===== src/rtl/inert_pkg.sv =====
// Shared state encoding and SPI command tables for the inertial sensor read sequencer.
package inert_pkg;

  typedef enum logic [1:0] {
    PWR_WAIT = 2'd0,
    CFG_WR   = 2'd1,
    WAIT_INT = 2'd2,
    RD       = 2'd3
  } state_t;

  localparam int NUM_CFG_DEF = 4;

  // Config writes: register address in [15:8], value in [7:0].
  localparam logic [15:0] CFG_CMD [0:3] = '{16'h0D02, 16'h1053, 16'h1150, 16'h1460};

  // Reads: pitch-rate L/H then AZ L/H; low byte is don't-care and sent as zero.
  localparam logic [15:0] RD_CMD  [0:3] = '{16'hA200, 16'hA300, 16'hAC00, 16'hAD00};

endpackage


===== src/rtl/inert_rd_seq.sv =====
// Inertial sensor command sequencer: power-up wait, config writes, then 4-byte reads per INT.
// Optional INT synchronizer is enabled by defining INERT_INT_SYNC_EN.
module inert_rd_seq
  import inert_pkg::*;
#(
  parameter int PWR_W   = 16,
  parameter int NUM_CFG = NUM_CFG_DEF
) (
  input  logic        clk,
  input  logic        rst,
  input  logic        INT,
  input  logic        done,
  input  logic [15:0] rd_data,
  output logic        wrt,
  output logic [15:0] cmd,
  output logic        cfg_done,
  output logic [15:0] ptch_rt,
  output logic [15:0] AZ,
  output logic        vld,
  output state_t      dbg_state
);

  // Handshake: wrt pulses for one cycle with cmd valid; the SPI master owns the
  // transaction until done rises again, and cmd is held unchanged until then.
  // Only the rising edge of done (cmplt) advances the sequence.

  state_t           state;
  logic [PWR_W-1:0] timer;
  logic [1:0]       idx;
  logic             done_q;
  logic             cmplt;
  logic             int_s;
  logic [7:0]       pitch_l;
  logic [7:0]       pitch_h;
  logic [7:0]       az_l;
  logic             unused_rd_hi;

  assign unused_rd_hi = ^rd_data[15:8];
  assign cmplt        = done & ~done_q;
  assign dbg_state    = state;

`ifdef INERT_INT_SYNC_EN
  logic int_ff1;
  logic int_ff2;

  always_ff @(posedge clk) begin
    if (rst) begin
      int_ff1 <= 1'b0;
      int_ff2 <= 1'b0;
    end else begin
      int_ff1 <= INT;
      int_ff2 <= int_ff1;
    end
  end

  assign int_s = int_ff2;
`else
  assign int_s = INT;
`endif

  always_ff @(posedge clk) begin
    if (rst) begin
      state    <= PWR_WAIT;
      timer    <= '0;
      idx      <= 2'd0;
      done_q   <= 1'b1;
      wrt      <= 1'b0;
      cmd      <= 16'h0000;
      cfg_done <= 1'b0;
      ptch_rt  <= 16'h0000;
      AZ       <= 16'h0000;
      vld      <= 1'b0;
      pitch_l  <= 8'h00;
      pitch_h  <= 8'h00;
      az_l     <= 8'h00;
    end else begin
      done_q <= done;
      wrt    <= 1'b0;
      vld    <= 1'b0;
      case (state)
        PWR_WAIT: begin
          if (&timer) begin
            state <= CFG_WR;
            idx   <= 2'd0;
            wrt   <= 1'b1;
            cmd   <= CFG_CMD[0];
          end else begin
            timer <= timer + PWR_W'(1);
          end
        end
        CFG_WR: begin
          if (cmplt) begin
            if (int'(idx) < NUM_CFG - 1) begin
              idx <= idx + 2'd1;
              wrt <= 1'b1;
              cmd <= CFG_CMD[idx + 2'd1];
            end else begin
              cfg_done <= 1'b1;
              idx      <= 2'd0;
              state    <= WAIT_INT;
            end
          end
        end
        WAIT_INT: begin
          if (int_s) begin
            state <= RD;
            idx   <= 2'd0;
            wrt   <= 1'b1;
            cmd   <= RD_CMD[0];
          end
        end
        RD: begin
          if (cmplt) begin
            case (idx)
              2'd0:    pitch_l <= rd_data[7:0];
              2'd1:    pitch_h <= rd_data[7:0];
              2'd2:    az_l    <= rd_data[7:0];
              default: ;
            endcase
            // Last byte bypasses the byte regs so the pair lands one cycle after cmplt.
            if (idx == 2'd3) begin
              ptch_rt <= {pitch_h, pitch_l};
              AZ      <= {rd_data[7:0], az_l};
              vld     <= 1'b1;
              idx     <= 2'd0;
              state   <= WAIT_INT;
            end else begin
              idx <= idx + 2'd1;
              wrt <= 1'b1;
              cmd <= RD_CMD[idx + 2'd1];
            end
          end
        end
        default: state <= PWR_WAIT;
      endcase
    end
  end

endmodule


===== config.mk =====
export PLATFORM = sky130hd
export DESIGN_NAME = inert_rd_seq
export DESIGN_NICKNAME = d
export VERILOG_FILES = /design/src/rtl/inert_pkg.sv /design/src/rtl/inert_rd_seq.sv
export SDC_FILE = /design/constraint.sdc
export NUM_CORES = 1
export LEC_CHECK = 0
export BUFFER_PORTS_ARGS = -buffer_cell sky130_fd_sc_hd__buf_2
export CORE_MARGIN = 2
export CORE_UTILIZATION = 25
export DETAILED_ROUTE_END_ITERATION = 10
export HOLD_SLACK_MARGIN = 0.05
export PLACE_DENSITY = 0.52
export SYNTH_ARGS = -nofsm -noshare
export SYNTH_HDL_FRONTEND = slang
export SYNTH_SLANG_ARGS = --single-unit
export TNS_END_PERCENT = 20

===== constraint.sdc =====
create_clock -name clk -period 2.67 [get_ports clk]
set_clock_uncertainty 0.15 [all_clocks]
set_input_delay 0.1335 -clock clk [delete_from_list [all_inputs] [get_ports clk]]
set_output_delay 0.1335 -clock clk [all_outputs]
set_load 0.02 [all_outputs]

* Yosys cells after proc, flatten, opt, wreduce, memory -nomap -nowiden
Cells that the tools add are included.
** Storage, ports and cells
- Flip-flop bits (word level) :: 96
- Input bits :: 20
** Operators by class
- Bitwise gates (word level) :: 7
- Equality and inequality tests :: 14
- $add $sub $neg :: 2
- Reductions and logical operators :: 13
- Multiplexer cells :: 35
- Magnitude comparators :: 2
** Operators by type and width (count)
- $mux 16 :: 10
- $bmux 16 s2 :: 2
- $pmux 16 s4 :: 1
- $mux 2 :: 12
- $add 16x1->16 const B :: 1
- $ne 2x2->1 const B :: 8
- $pmux 2 s4 :: 2
- $reduce_and 16->1 :: 1
- $reduce_and 3->1 :: 5
- $reduce_and 6->1 :: 2
- $eq 2x2->1 const B :: 4
- $mux 1 :: 7
- $not 1->1 :: 5
- $eq 2x1->1 const B :: 2
- $logic_not 2->1 :: 2
- $pmux 1 s4 :: 1
- $reduce_and 4->1 :: 1
- $ge 3x3->1 const B :: 1
- $not 2->3 :: 1
- $reduce_or 3->1 :: 1
- $add 2x1->2 const B :: 1
- $lt 2x2->1 const B :: 1
- $reduce_and 2->1 :: 1
- $and 1x1->1 :: 1

* Logic depth before layout (Yosys ltp)
Gate-level depths: netlist of the first run.
- Depth in word-level cells :: 8
- Depth in mapped cells :: 6
- Mapped depth without buffers :: 6

* Least setup slack after synthesis of the first run
No wires, ideal clock.
- Kind :: reg2reg
- From :: register timer[0]
- To :: register cmd[13]
- Period minus slack after synthesis :: 1.978 ns
- Stages on the path, launching flop included :: 7
- Data required time :: 2.448 ns
- Arrival time :: 1.756 ns
- Slack :: 0.692 ns
- Setup time :: 0.072 ns
- Path through :: dfxtp_1 -> ha_1 -> nand3_1 -> nor4_4 -> buf_2 -> o211a_1 -> mux2i_1
** On the way
- Cells in the longest elaborated chain, start to end :: 3
** Ends and longest elaborated chain
- start, declared :: line inert_rd_seq.sv:28 : logic [PWR_W-1:0] timer;
- start signal, assigned :: line inert_rd_seq.sv:88 : timer <= timer + PWR_W'(1);
- $reduce_and 16->1 :: line inert_rd_seq.sv:82 : if (&timer) begin
- $ne 2x2->1 (no source line)
- $reduce_and 6->1 (no source line)
- end signal, assigned :: line inert_rd_seq.sv:86 : cmd <= CFG_CMD[0];
- end signal, assigned :: line inert_rd_seq.sv:96 : cmd <= CFG_CMD[idx + 2'd1];
- end signal, assigned :: line inert_rd_seq.sv:109 : cmd <= RD_CMD[0];
- end, declared :: line inert_rd_seq.sv:15 : output logic [15:0] cmd,
No other way between the ends.
A chain may end at the register's enable or synchronous reset.

* Final worst setup path of the first run
- From :: register timer[0]
- To :: register cmd[5]
Same word-level chain as after synthesis.

==> impl_metrics.ini, run 1 <==
[synth]
async_flop_share = 0
synth_warnings = 0
synth_ff_type = dfxtp_1
synth_area_mm2 = 0.00371
synth.distinct_cells = 46
syn_avg_cell_area_um2 = 8.27
synthTopCellsByArea = dfxtp_1 (49%), nand2_1 (11%), a21oi_1 (9.8%), nand3_1 (4.0%), clkbuf_1 (2.7%)
netlist_instances = 449
yosys.area.top_type_share = 0.485
synth-seq-cells = 90
synth_edf_count = 0
synth_area_leader_cell = dfxtp_1
ys_seq_area_frac = 0.485

[critical_path]
crit_family = simple AND/OR/NAND/NOR gates
end_kind = register
max_stage_delay_ps = 440
r2r_cells = 5
cp-start-kind = register
r2r-end = cmd[5]
crit_chain = ha_1, nand3_1, nor4_4, o211ai_4, mux2_1
required_ps = 2760
worst-path-buf-inv = 0
critical_path_depth = 5
slowest_stage = nor4_4
r2r_slack_ps = 570
crit_type = register to register
path_max_fanout = 9
cp.arrival_ps = 2190
r2r-start = timer[0]

[worst_hold_path]
hp-class = input pin to register
worstHoldPathCells = 2
holdPathEnd = cfg_done
min_from = rst

[sta]
hold_viol = 0
setup_viol = 0
tightestPinTransition_ps = 701
slew_headroom = 0.533
timing.final.ws_setup_ps = 567
post-route-period-util = 0.787
period_minus_slack_ps = 2100
fmax_mhz = 476
drv_slew = 0
hold-worst-slack_ps = 163
rsz0062_at_grt = false
finalSetupTns_ps = 0

[cts]
htreeDepth = 3
post_cts_buffers = 0
cts-buffers-inserted = 9
clock_sinks = 90
cts_buffer_depth = 2
hold_buffers = 9
clk_pin_slew_ps = 70
clk_latency_ps = 350
cts_resized = 0
cts_tree = yes
root_buffer = clkbuf_16

[global_routing]
grt-ovfl-total = 0
antenna_found_initial = 0
grt_pass1_wl_mm = 15.6
grtUsageTotal = 0.122
grt_pass1_vias = 3151
grt_max_degree = 58

[place]
place_congestion = 0.752
placedCellCount = 671
placement.io_buffers = 60
place_ws_ps = 558
hpwl_mm = 6.40
dpl-instance-area_mm2 = 0.00419

[route]
drtAntennaViolNets = 0
vias = 3267
drc = 0
wire_per_inst_um = 13.5
drt-total-wl_mm = 9.39
drt_first_pass_iters = 4
vias_per_cell = 4.69
drt_iter0_markers = 157

[power_and_ir_drop]
pwr-share-clk = 0.502
power_density_mw_per_mm2 = 621
p_sw_mw = 0.636
p_seq_frac = 0.471
leakage_nw = 1.77
swShare = 0.222
pwr-share-comb = 0.027
peakVddDrop_mv = 0.296
fin_total_pwr_mw = 2.87
p_int_mw = 2.23

[layout]
areaGrowthSynthToFinish_pct = 24.3
layout_commonest_cell = nand2_1
final_core_util = 0.318
nNetsFinal = 534
n_antenna_cell = 0
final_cell_mix = nand2_1 (107), dfxtp_1 (90), a21oi_1 (73)
drive_gt1_frac = 0.191
layoutNonFillerInstCount = 696
stdcell_area_mm2 = 0.00462

[outcome]
outcome = completed

[die]
rows = 44
initial_core_util = 0.255
die_width_um = 126
pin_count = 73
die_h_um = 126
core-area_mm2 = 0.0145
dieArea_mm2 = 0.0158

[job]
cap_viol_max_count = 0
==> cell usage after synthesis, drive strengths merged, types with 2 or more instances <==
master / n
dfxtp: 90
nor2: 15
nand3: 30
clkbuf: 27
or3: 7
nor2b: 6
o21ai: 12
buf: 9
nand2: 107
mux2i: 5
or2: 3
a21oi: 73
ha: 7
mux2: 5
o211ai: 3
a32o: 2
nand4: 6
o31ai: 6
or4: 7
nor3: 4
nor4bb: 2
inv: 5
nand2b: 4
==> cells by family (layout without fill, tap and decap cells) <==
group / after synthesis / count (layout) / share of synthesized area
flops: 90 / 90 / 0.485
buf+inv: 41 / 101 / 0.0479
mux: 10 / 10 / 0.0286
other cells: 1 / 4 / 0.00101
simple gates: 198 / 198 / 0.258
compound gates: 101 / 101 / 0.153
xor+xnor: 1 / 1 / 0.00236
fa+ha+maj: 7 / 7 / 0.0236
==> registers in the layout, indices dropped and copies added, names as in the netlist <==
register   cells
ptch_rt       16
cfg_done       1
pitch_l        8
idx            2
timer         16
cmd           10
wrt            1
AZ            16
pitch_h        8
az_l           8
vld            1
dbg_state      2
done_q         1
==> how the worst max path moves through the flow <==
stage	endpoint	slack (ps)	startpoint
after floorplan	cmd[13]	690	timer[0]
after global placement	cmd[4]	580	timer[0]
after detailed placement	cmd[5]	560	timer[0]
after CTS	cmd[5]	550	timer[0]
after global routing	cmd[4]	410	timer[0]
final	cmd[5]	570	timer[0]
==> cell type report <==
type	count	area [um^2]
tap	184	230
multi-input combinational	321	1740
fill	1558	9920
sequential	90	1800
clock inverter	6	96.3
clock buffer	10	239
timing repair buffer	80	485
inverter	5	18.8
==> routing by layer <==
metal / vias up / routed length (um) / GRT usage
met5: - / 0 / 0
met4: 0 / 159 / 0.0504
met3: 11 / 435 / 0.0361
met2: 64 / 4270 / 0.191
met1: 1543 / 4530 / 0.157
li1: 1649 / - / -
==> power groups by stage <==
stage / clock [mW] / combinational [mW] / sequential [mW]
global route: 1.53 / 0.0857 / 1.35
detailed placement: 0 / 0.0671 / 1.38
floorplan: 0 / 0.0442 / 1.38
CTS: 1.48 / 0.0777 / 1.35
global placement: 0 / 0.0668 / 1.38
finish: 1.44 / 0.0776 / 1.35
Power figures use the tool's default switching activity.
==> run 2: changes to the inputs <==
clock period = 2 ns   (was 2.67 ns; I/O delays follow)
==> run 2 against run 1 <==
Wire length increased by 2.7%. Power increased by 31%. Hold slack about the same. Setup slack got worse by 500 ps. Sequential power increased by 33%. Combinational power increased by 49%. Global-route usage increased by 0.24 points. Via count increased by 2.4%. Fmax increased by 8.9%.
==> impl_metrics.ini, run 2 (synthesis gave the netlist of run 1 again) <==
[place]
placement.io_buffers = 60
place_congestion = 0.759
placedCellCount = 684
hpwl_mm = 6.67

[layout]
final_cell_mix = nand2_1 (107), dfxtp_1 (88), a21oi_1 (73)
areaGrowthSynthToFinish_pct = 28.3
layoutNonFillerInstCount = 712
nNetsFinal = 550
drive_gt1_frac = 0.222
reg_top3 = AZ x16, ptch_rt x16, timer x16
n_antenna_cell = 0
layout_commonest_cell = nand2_1

[die]
initial_core_util = 0.255
die_h_um = 126
rows = 44
dieArea_mm2 = 0.0158
pin_count = 73
core-area_mm2 = 0.0145
die_width_um = 126

[global_routing]
antenna_found_initial = 0
grt_use_met2 = 0.180
grtUsageTotal = 0.124
grt-ovfl-total = 0
grt-busiest-layer = met2
grt_max_degree = 46
grt_use_met1 = 0.170
grt_pass1_wl_mm = 16.0
use_met3 = 0.0361
grt_pass1_vias = 3177

[critical_path]
required_ps = 2120
cp-start-kind = register
crit_type = register to register
path_max_fanout = 6
end_kind = register
cp.arrival_ps = 2050

[sta]
rsz0062_at_grt = true
fmax_mhz = 518
hold_viol = 0
drv_slew = 0
setup_viol = 0
slew_headroom = 0.543
hold-worst-slack_ps = 163
period_minus_slack_ps = 1930
tightestPinTransition_ps = 685
post-route-period-util = 0.965

[power_and_ir_drop]
p_sw_mw = 0.819
pwr-share-comb = 0.031
power_density_mw_per_mm2 = 791
swShare = 0.217
peakVddDrop_mv = 0.400
leakage_nw = 1.84
p_int_mw = 2.95
p_seq_frac = 0.478
pwr-share-clk = 0.491

[route]
drc = 0
drtAntennaViolNets = 0
vias = 3345
drt_iter0_markers = 196
vias_per_cell = 4.70
drt-total-wl_mm = 9.65
drt_first_pass_iters = 5
wire_per_inst_um = 13.6

[cts]
root_buffer = clkbuf_16
clk_latency_ps = 350
htreeDepth = 3
cts_tree = yes
clock_sinks = 90
cts_buffer_depth = 2
cts-buffers-inserted = 9
clk_pin_slew_ps = 70

[worst_hold_path]
hp-class = input pin to register

[job]
cap_viol_max_count = 0

[outcome]
outcome = completed
[run 2: final timing paths]
| path | startpoint | to | slack, ps | cells past startpoint |
|---|---|---|---|---|
| min | INT | wrt | 160 | 5 |
| max | dbg_state[0] | timer[15] | 70 | 4 |
| min reg2reg | AZ[12] | AZ[12] | 300 | 2 |
| max reg2reg | dbg_state[0] | timer[15] | 70 | 4 |
[run 2: area by class of cell]
class | instances | area [um^2]
fillers | 1538 | 9770
flip-flops and latches | 90 | 1800
multi-input cells | 321 | 1770
repair buffers | 96 | 624
clock buffers | 11 | 233
well taps | 184 | 230
clock inverters | 5 | 86.3
inverters | 5 | 18.8
[run 2: worst max-delay path: stages (launching register included)]
cell       delay, ps
dfxtp_1          330
nand4bb_2        270
or4_4            530
or4_1            410
a21oi_1          150
[run 2: power groups by stage]
stage | sequential (mW) | clock [mW] | combinational (mW)
final | 1.80 | 1.85 | 0.116
after global routing | 1.80 | 1.98 | 0.128
after CTS | 1.80 | 1.90 | 0.116
after detailed placement | 1.84 | 0 | 0.100
after global placement | 1.84 | 0 | 0.0977
after floorplan | 1.84 | 0 | 0.0590
[run 2: through the flow]
stage	setup TNS [ps]	util	total power [mW]	instance area, um^2	setup slack, ps
5_1_grt	-7.13	0.328	3.91	4760	-7.13
3_3_place_gp	0	0.296	1.94	4300	91.6
2_1_floorplan	0	-	1.90	3720	22.1
6_report	0	0.328	3.77	4760	69.8
4_1_cts	0	0.325	3.81	4720	45.9
3_5_place_dp	0	0.296	1.94	4300	63.2
[run 2: timing repair]
item	4_1_cts	5_1_grt
buffers inserted	0	2
resized for setup	0	7
endpoints found under the hold margin	38	0
hold buffers	10	0
endpoints found under the setup margin	0	13
[run 2: per-layer routing]
metal / up-vias / part of all wire
met1: 1546 / 0.49
met2: 85 / 0.42
met5: - / 0
met4: 0 / 0.028
met3: 20 / 0.057
li1: 1694 / -
